File: config.mk
export PLATFORM = sky130hd
export DESIGN_NAME = dac_sample_shaper
export DESIGN_NICKNAME = d
export VERILOG_FILES = /design/src/rtl/dac_sample_shaper.sv
export SDC_FILE = /design/constraint.sdc
export NUM_CORES = 1
export LEC_CHECK = 0
export CAP_MARGIN = 40
export CORE_AREA = 2 2 109 69
export CTS_CLUSTER_SIZE = 40
export DETAILED_ROUTE_END_ITERATION = 10
export DIE_AREA = 0 0 111 71
export HOLD_SLACK_MARGIN = 0.06
export PLACE_DENSITY = 0.83
export SLEW_MARGIN = 0
export SYNTH_ARGS = -nofsm -noshare
export SYNTH_HDL_FRONTEND = slang
export SYNTH_SLANG_ARGS = --single-unit
File: constraint.sdc
create_clock -name clk -period 7.8 [get_ports clk]
set_input_delay 0.78 -clock clk [delete_from_list [all_inputs] [get_ports clk]]
set_output_delay 0.78 -clock clk [all_outputs]
set_load 0.005 [all_outputs]
File: src/rtl/dac_sample_shaper.sv
// Gain-ramped sample shaper for an 8-bit R2R DAC: scales offset-binary samples by a ramping gain.
// Optional macro DAC_SLEW_LIMIT_EN limits the per-update change of dac_out to SLEW_MAX.
module dac_sample_shaper #(
  parameter int unsigned RAMP_STEP = 4,
  parameter int unsigned SLEW_MAX  = 16
) (
  input  logic       clk,
  input  logic       rst_n,
  input  logic [7:0] sample_in,
  input  logic       sample_valid,
  input  logic [7:0] gain,
  input  logic       mute,
  output logic [7:0] dac_out,
  output logic       dac_update,
  output logic       muted
);

  typedef enum logic [1:0] {StMuted, StRampUp, StRun, StRampDown} state_e;

  localparam logic [8:0] Step = 9'(RAMP_STEP);

  if (RAMP_STEP < 1 || RAMP_STEP > 64 || SLEW_MAX < 1 || SLEW_MAX > 255) begin : g_param_check
    $error("dac_sample_shaper: RAMP_STEP or SLEW_MAX out of range");
  end

  state_e     state_q, state_d;
  logic [7:0] cur_gain_q, cur_gain_d;
  logic [7:0] dac_out_q, dac_next;
  logic       dac_update_q;

  // Ramp arithmetic in 9 bits so the carry/borrow is visible instead of wrapping.
  logic [8:0] gain_up, gain_dn;
  logic [7:0] up_val, dn_val, run_val;

  assign gain_up = {1'b0, cur_gain_q} + Step;
  assign gain_dn = {1'b0, cur_gain_q} - Step;
  assign up_val  = (gain_up > {1'b0, gain}) ? gain : gain_up[7:0];
  assign dn_val  = gain_dn[8] ? 8'd0 : gain_dn[7:0];

  always_comb begin
    run_val = cur_gain_q;
    if (gain > cur_gain_q) begin
      run_val = up_val;
    end else if (gain < cur_gain_q) begin
      run_val = (gain_dn[8] || (gain_dn[7:0] < gain)) ? gain : gain_dn[7:0];
    end
  end

  always_comb begin
    state_d    = state_q;
    cur_gain_d = cur_gain_q;
    if (sample_valid) begin
      unique case (state_q)
        StMuted: begin
          cur_gain_d = 8'd0;
          if (!mute) begin
            cur_gain_d = up_val;
            state_d    = (up_val == gain) ? StRun : StRampUp;
          end
        end
        StRampUp: begin
          if (mute) begin
            cur_gain_d = dn_val;
            state_d    = StRampDown;
          end else begin
            cur_gain_d = up_val;
            if (up_val == gain) state_d = StRun;
          end
        end
        StRun: begin
          if (mute) begin
            cur_gain_d = dn_val;
            state_d    = StRampDown;
          end else begin
            cur_gain_d = run_val;
          end
        end
        StRampDown: begin
          if (!mute) begin
            cur_gain_d = up_val;
            state_d    = (up_val == gain) ? StRun : StRampUp;
          end else begin
            cur_gain_d = dn_val;
            if (dn_val == 8'd0) state_d = StMuted;
          end
        end
        default: state_d = StMuted;
      endcase
    end
  end

  // Signed sample is the offset-binary code with its MSB flipped; the product fits 16 bits.
  logic [7:0]  s;
  logic [15:0] prod;
  logic [7:0]  target;

  assign s      = {~sample_in[7], sample_in[6:0]};
  assign prod   = {{8{s[7]}}, s} * {8'd0, cur_gain_q};
  assign target = 8'(prod >> 8) ^ 8'h80;

`ifdef DAC_SLEW_LIMIT_EN
  localparam logic signed [9:0] SlewLim = 10'(SLEW_MAX);

  logic signed [9:0] diff, delta;

  assign diff = $signed({2'b00, target}) - $signed({2'b00, dac_out_q});

  always_comb begin
    delta = diff;
    if (diff > SlewLim) begin
      delta = SlewLim;
    end else if (diff < -SlewLim) begin
      delta = -SlewLim;
    end
  end

  assign dac_next = 8'({2'b00, dac_out_q} + delta);
`else
  assign dac_next = target;
`endif

  always_ff @(posedge clk) begin
    if (!rst_n) begin
      state_q      <= StMuted;
      cur_gain_q   <= 8'd0;
      dac_out_q    <= 8'd128;
      dac_update_q <= 1'b0;
    end else begin
      state_q      <= state_d;
      cur_gain_q   <= cur_gain_d;
      dac_update_q <= sample_valid;
      if (sample_valid) dac_out_q <= dac_next;
    end
  end

  assign dac_out    = dac_out_q;
  assign dac_update = dac_update_q;
  assign muted      = (state_q == StMuted);

endmodule

# After elaboration in Yosys (flattened, before gate mapping)
# Index checks and enable logic that the tools add are counted.
# Widths: inputs -> output; s select.
# classes
addsub	2
mul	1
magnitude_cmp	4
eq_ne	9
n_mux	17
bitwise_logic	2
reduce_logical	6
# op_table
cell	count
$mux 8	8
$pmux 8 s3	1
$lt 8x8->1	2
$mul 8x9->16	1
$mux 2	7
$add 8x3->9 const B	1
$gt 9x8->1	1
$sub 8x3->9 const B	1
$eq 8x8->1	1
$gt 8x8->1	1
$logic_not 8->1	1
$pmux 2 s4	1
$ne 3x3->1 const B	2
$reduce_and 5->1	1
$eq 2x2->1 const B	2
$ne 2x2->1 const B	2
$ne 4x4->1 const B	1
$eq 2x1->1 const B	1
$logic_not 2->1	1
$not 1->1	2
$reduce_and 2->1	1
$reduce_or 2->1	1
$logic_or 1x1->1	1
# word_totals
regBits	19
inputBits	20
output_inout_bits	10
word_cells	45

# Longest topological paths before layout
# logic_depth
depth_word	8
mapped_depth	19
ltp_nobuf	17

# Least setup slack after synthesis
# OpenSTA, ideal clock, no wires.
# synth_timing
kind	input to register
start	in sample_in[7]
end	reg dac_out_q[6], in the netlist dac_out[6]
setup_time_ps	117
t_arrival_ps	5047
setup_slack_ps	2636
cell_stages	14
n_path_buf	1
path_cell_list	clkbuf_1 > or2_2 > fa_1 > fa_1 > inv_1 > fa_1 > fa_1 > ha_1 > and4b_1 > a221oi_1 > o221a_2 > nor2_1 > o31a_1 > a32o_1
# synth_via
elab_chain_cells	2
# synth_lines
element	line	rtl
from (decl)	9	input logic [7:0] sample_in,
$not 1->1	97	assign s = {~sample_in[7], sample_in[6:0]};
$mul 8x9->16	98	assign prod = {{8{s[7]}}, s} * {8'd0, cur_gain_q};
to (signal assigned)	132	if (sample_valid) dac_out_q <= dac_next;
to (decl)	28	logic [7:0] dac_out_q, dac_next;
# No other way between the ends.
# A chain may end at the register's enable or synchronous reset.

# Worst setup path after layout
# Ends and elaborated chain as after synthesis.

==> flow_summary.ini <==
[outcome]
status = finished clean

[critical_path]
cp_slowest_cell = a221oi_1
path_buf_inv = 2
timing.rr.start = cur_gain_q[2]
endpoint_kind = flip-flop
ff2ff_path_depth = 13
crit_family = adder cells
critPathArrivalTime_ps = 5950
crit_path_start_kind = input pin
r2r_slack_ps = 2630
slowest_delay_ps = 690
cp_cell_sequence = clkdlybuf4s50_1 > or2_2 > fa_1 > fa_1 > inv_1 > fa_1 > fa_1 > ha_1 > and4b_1 > a221oi_1 > o221a_2 > nor2_1 > o31a_1 > a32o_1
crit_path_max_fanout = 10
path_common_cell = fa_1
critPathKind = input pin to flip-flop
worstPathRequired_ps = 7950
r2r_end = dac_out[6]

[route]
wl_per_cell_um = 17.27
viasPerCell = 5.998
drt_pass1_iterations = 5
first_iter_violations = 324
ant_nets = 0
drcViolationCount = 0
wirelength_um = 10230
vias = 3551

[min_path]
hp-start = dac_out[4]
worstHoldEndpoint = dac_out[4]
worstHoldPathCells = 2
hold_path.class = flip-flop to flip-flop

[final_layout]
fill_cells = 587
antenna_cells = 0
syn_to_final_growth_pct = 9.839
multi_input_area_mm2 = 0.003312
fin_util_pct = 64.03
seq_area_um2 = 380.4
layout-drive-gt1-share_pct = 5.389
fin_nets = 618

[synth]
yosysTopAreaCellShare_pct = 18.87
synth_cells = 489
synthTopCellsByCount = inv_1 (63), ha_1 (61), and2_1 (39)
yosys_register_bits = 19
avgSynthCellArea_um2 = 8.270
synthesis.nets = 605
synth_top_area_cell = ha_1
synthArstFlopShare_pct = 0
synth_area_mm2 = 0.004044
synth_area_leaders = ha_1 (19%), fa_1 (17%), dfxtp_1 (9.4%)
yosysMostFrequentCell = inv_1
ys_seq_area_share_pct = 9.406
synth-edff-count = 0
ys_types = 62
synth_flop_cell = dfxtp_1
yosys_warnings = 0

[clocking]
cts_resized = 0
post_cts_buffers = 0
clock_sinks = 19
cts_root_buf = clkbuf_16
worstSkewPairLatency_ps = 260
cts_tree = done
clk_path_buf_depth = 2
cts_hold_buffers = 0
h-tree-depth = 1
path_clk_slew_ps = 60
cts_inserted_buffers = 3

[timing]
setup_slack_ps = 2003
fmax_ghz = 0.1725
post-route-period-util_pct = 74.32
min_period_ps = 5797
tns_ps = 0
slew-limit-headroom_pct = 37.43
rsz0062_at_grt = false
finalHoldViolCount = 0
drv_slew = 0
worstMarginPinSlew_ps = 931.4
setup_viol = 0
finClkSkew_ps = 6.745

[placement]
gp_congestion = 1.011
post-dp-hpwl_um = 8301
dp_slack_ps = 1783
numPortBuffers = 29

[global_route]
gr-total-overflow = 0
grt_pass1_vias = 3433
grt_max_degree = 27
grt_pass1_wl_um = 17190
antenna_found_initial = 0
grt_use_total_pct = 26.91

[pwr]
combPwrFrac_pct = 70.0
switching_share_pct = 48.05
peakVddDrop_mv = 0.1757
power_leakage_uw = 0.002129
clockPowerShare_pct = 12.2
pwr-share-seq_pct = 17.8
p_per_area_mw_per_mm2 = 205.3
internal-power_uw = 473.7
switching_power_uw = 438.1

[floorplanning]
die-area_mm2 = 0.007881
coreArea_mm2 = 0.006937
io_pins = 30
initial_utilization_pct = 58.30
core.rowCount = 24
die_height_um = 71
fp.dieW_um = 111

[flow_run]
drv_cap = 0
[cell usage in the layout (no fill, tap or decap), types with 3 or more instances in the layout]
master            n
or4_1             4
inv_1            63
a21oi_1          16
o21ai_1           3
o31a_1            3
xor2_1            4
nand2_1          30
o21bai_1          3
clkbuf_16         3
inv_2             3
mux2i_1          13
nor2_1           25
a21o_1            4
and2_1           39
and3_1            5
dfxtp_1          19
ha_1             61
nor2b_1           3
xnor2_1          20
fa_1             35
nand4_1           7
or3_1             3
o221a_2           3
clkdlybuf4s50_1  29
nand2b_1          3
nand3_1          16
o21ai_0          20
nor3_1            5
o21a_1            5
a31oi_1           6
or2_2             3
o31ai_1           9
[worst max path at each step]
stage / cells after the start / end / start
after floorplan: 14 / dac_out[6] / sample_in[7]
after global routing: 15 / dac_out[7] / sample_in[7]
after detailed placement: 14 / dac_out[6] / sample_in[7]
after global placement: 14 / dac_out[6] / sample_in[7]
final: 14 / dac_out[6] / sample_in[7]
after CTS: 14 / dac_out[6] / sample_in[7]
[logic make-up after synthesis]
logic type               Yosys count  synth area share (%)
AND/OR/NAND/NOR                  157                 21.44
adder cells (fa/ha/maj)           96                 36.20
buffers and inverters             89                 8.694
AO/OA/AOI/OAI                     88                 14.76
XOR/XNOR                          26                 6.002
flip-flops                        19                 9.406
multiplexers                      14                 3.496
[layer usage]
metal / share of wire (%) / up-vias / global-route usage [%]
met3: 11 / 4 / 6.255
met2: 41 / 176 / 39.74
met4: 0.35 / 0 / 3.611
met1: 47 / 1677 / 41.14
li1: - / 1694 / -
met5: 0 / - / 0
[registers in the layout (all words and copies together), names as in the netlist]
name	cells
state_q	2
dac_out	8
cur_gain_q	8
dac_update	1
[cell type report]
| cell class | count | area share [%] |
|---|---|---|
| inverter | 66 | 5.577 |
| multi-input combinational | 381 | 74.56 |
| clock inverter | 1 | 0.1690 |
| clock buffer | 3 | 1.690 |
| timing repair buffer | 31 | 6.873 |
| tap | 91 | 2.563 |
| sequential | 19 | 8.563 |
[power groups by stage]
stage	Clock, uW	Sequential [uW]	Combinational, uW
CTS	113	161	631
detailed placement	0	163	624
global placement	0	162	601
finish	111	162	638
floorplan	0	136	472
global route	118	166	719
[worst reg2reg max path: cells and delay by family (launching register included)]
family                   cells  cell delay, ps
adder cells (fa/ha/maj)      5            2350
buffers and inverters        1              50
AO/OA/AOI/OAI                4            1530
AND/OR/NAND/NOR              3             390
flip-flops                   1             750
[through the flow]
step / power, uW / cell area, um2 / instances / hold slack (ps)
after global placement: 762.4 / 4352 / 587 / 478.9
final: 911.8 / 4442 / 592 / 511.6
after detailed placement: 786.3 / 4359 / 588 / 486.0
after floorplan: 608.0 / 4044 / 489 / 466.6
after global routing: 1003 / 4442 / 592 / 551.6
after CTS: 905.0 / 4442 / 592 / 506.6
No activity file was read; power rests on OpenSTA's default activity.
==> RTL change, RTL diff (same settings) <==
Encoding of `state_e`: now Gray code (2 bits for 4 states).
--- a/src/rtl/dac_sample_shaper.sv
+++ b/src/rtl/dac_sample_shaper.sv
@@ -15,7 +15,7 @@
   output logic       muted
 );
 
-  typedef enum logic [1:0] {StMuted, StRampUp, StRun, StRampDown} state_e;
+  typedef enum logic [1:0] {StMuted = 2'b00, StRampUp = 2'b01, StRun = 2'b11, StRampDown = 2'b10} state_e;
 
   localparam logic [8:0] Step = 9'(RAMP_STEP);
 
Check against the original RTL: same outputs for any inputs over 10 cycles, from zero or initial values and one cycle with rst_n low; not proved beyond that.
==> RTL change against the original RTL <==
Final cell count is 2.5% higher; largest cell class unchanged; power is 33% lower; routed wire length rose by 7.1%; cell area up 3.2%; sequential cell count unchanged; sequential share of layout area decreased by 0.27 points; setup slack better by 0.033 ns; synthesized area increased by 4.1%; largest power group unchanged; die area unchanged; critical path type unchanged.
==> RTL change: results (changes against the original RTL) <==
<table>
<tr><th>Metric</th><th>Value</th></tr>
<tr><th colspan="2">Cells and area</th></tr>
<tr><td>Number of inserted filler cells in the final layout</td><td>565 (was 587)</td></tr>
<tr><td>Final net count</td><td>637 (was 618)</td></tr>
<tr><td>Share of post-route cells with drive strength above 1</td><td>4.46% (was 5.39%)</td></tr>
<tr><th colspan="2">Pwr</th></tr>
<tr><td>Clock group power</td><td>104 uW (was 111 uW)</td></tr>
<tr><td>Leakage power of the design</td><td>0.00214 uW (was 0.00213 uW)</td></tr>
<tr><td>Relative contribution of sequential cells to total power</td><td>21.0% (was 17.8%)</td></tr>
<tr><td>Maximum vdd ir drop</td><td>129 uV (was 176 uV)</td></tr>
<tr><td>Sum of internal, switching and leakage power</td><td>609 uW (was 912 uW)</td></tr>
<tr><th colspan="2">Placed design</th></tr>
<tr><td>Post-detailed-placement cell area</td><td>4500 um^2 (was 4360 um^2)</td></tr>
<tr><td>Detailed-placement wirelength estimate</td><td>8730 um (was 8300 um)</td></tr>
<tr><td>Placer congestion estimate</td><td>1.01 (about the same)</td></tr>
<tr><td>Cell total after placement</td><td>603 (was 588)</td></tr>
<tr><th colspan="2">Synth</th></tr>
<tr><td>Cell count after synthesis</td><td>505 (was 489)</td></tr>
<tr><td>Commonest cells in the netlist</td><td>ha_1 (65), inv_1 (60), and2_1 (45) (was inv_1 (63), ha_1 (61), and2_1 (39))</td></tr>
<tr><td>Distinct cell type count after synthesis</td><td>68 (was 62)</td></tr>
<tr><td>Post-Syn Nets</td><td>625 (was 605)</td></tr>
<tr><td>Fraction of the yosys area taken by sequential cells</td><td>9.04% (was 9.41%)</td></tr>
<tr><th colspan="2">Timing</th></tr>
<tr><td>Clock Skew</td><td>0.00278 ns (was 0.00674 ns)</td></tr>
<tr><td>Transition time of the tightest slew-check pin</td><td>0.829 ns (was 0.931 ns)</td></tr>
<tr><th colspan="2">Global route</th></tr>
<tr><td>Largest net degree at the start of global routing</td><td>24 (was 27)</td></tr>
<tr><td>Number of antenna violations at the first check in global routing</td><td>0 (unchanged)</td></tr>
<tr><td>Global-route wire length before repair</td><td>18,400 um (was 17,200 um)</td></tr>
<tr><td>GRT Overall Usage</td><td>29.0% (was 26.9%)</td></tr>
<tr><th colspan="2">Run status</th></tr>
<tr><td>Result of the run</td><td>complete, no violations (unchanged)</td></tr>
<tr><th colspan="2">Drt</th></tr>
<tr><td>Initial DRC count</td><td>404 (was 324)</td></tr>
<tr><td>Via count</td><td>3,777 (was 3,551)</td></tr>
<tr><th colspan="2">Critical path</th></tr>
<tr><td>Endpoint arrival time on the critical path</td><td>5.86 ns (was 5.95 ns)</td></tr>
<tr><td>Worst-case reg-to-reg path depth</td><td>14 (was 13)</td></tr>
</table>
RTL change: changes by cell type after synthesis, sizes merged, moves of 5 or more:
cell   unedited run  this run
inv              66        60
a21oi            16        26
o21ai            24        18
and2             39        47
mux2i            13         8
nor2b             3        13
RTL change: kinds of logic after synthesis:
group                      Yosys count  synth area share, %
buffers and inverters               83                 8.00
xor gates and xnor gates            22                 4.76
DFF                                 19                 9.04
and+or+nand+nor                    164                 21.0
AOI/OAI and AO/OA                  109                 19.1
muxes                                8                 2.20
adders and majority gates          100                 36.0
RTL change: final timing paths:
check	from	end	slack [ns]
setup / recovery	sample_in[7]	dac_out[7]	2.04
hold / removal	state_q[0]	state_q[0]	0.52
setup reg to reg	cur_gain_q[4]	dac_out[7]	2.58
hold reg to reg	state_q[0]	state_q[0]	0.52
RTL change: layout make-up:
type	count	area [um^2]	share of cell area (%)
well taps	91	114	2.48
clock buffers	3	75.1	1.64
repair buffers	29	290	6.33
clock inverters	1	5.00	0.109
multi-input cells	403	3490	76.1
flip-flops and latches	19	380	8.30
inverters	61	229	4.99
RTL change: routing by layer:
metal | share of wire [%] | vias to the layer above | track usage, %
li1 | - | 1776 | -
met1 | 46 | 1779 | 43.9
met2 | 40 | 199 | 41.9
met3 | 13 | 23 | 8.65
met4 | 1.1 | 0 | 3.75
met5 | 0 | - | 0
RTL change: worst register-to-register path: stages, from the launching register on:
cell      delay [ns]
dfxtp_1         0.84
nand2_1         0.18
fa_1            0.51
fa_1            0.50
inv_1           0.06
fa_1            0.51
fa_1            0.50
ha_1            0.33
and4_1          0.17
a221oi_2        0.45
o21ai_1         0.22
o41ai_2         0.35
o21ai_0         0.18
xnor2_1         0.19
a22oi_1         0.10
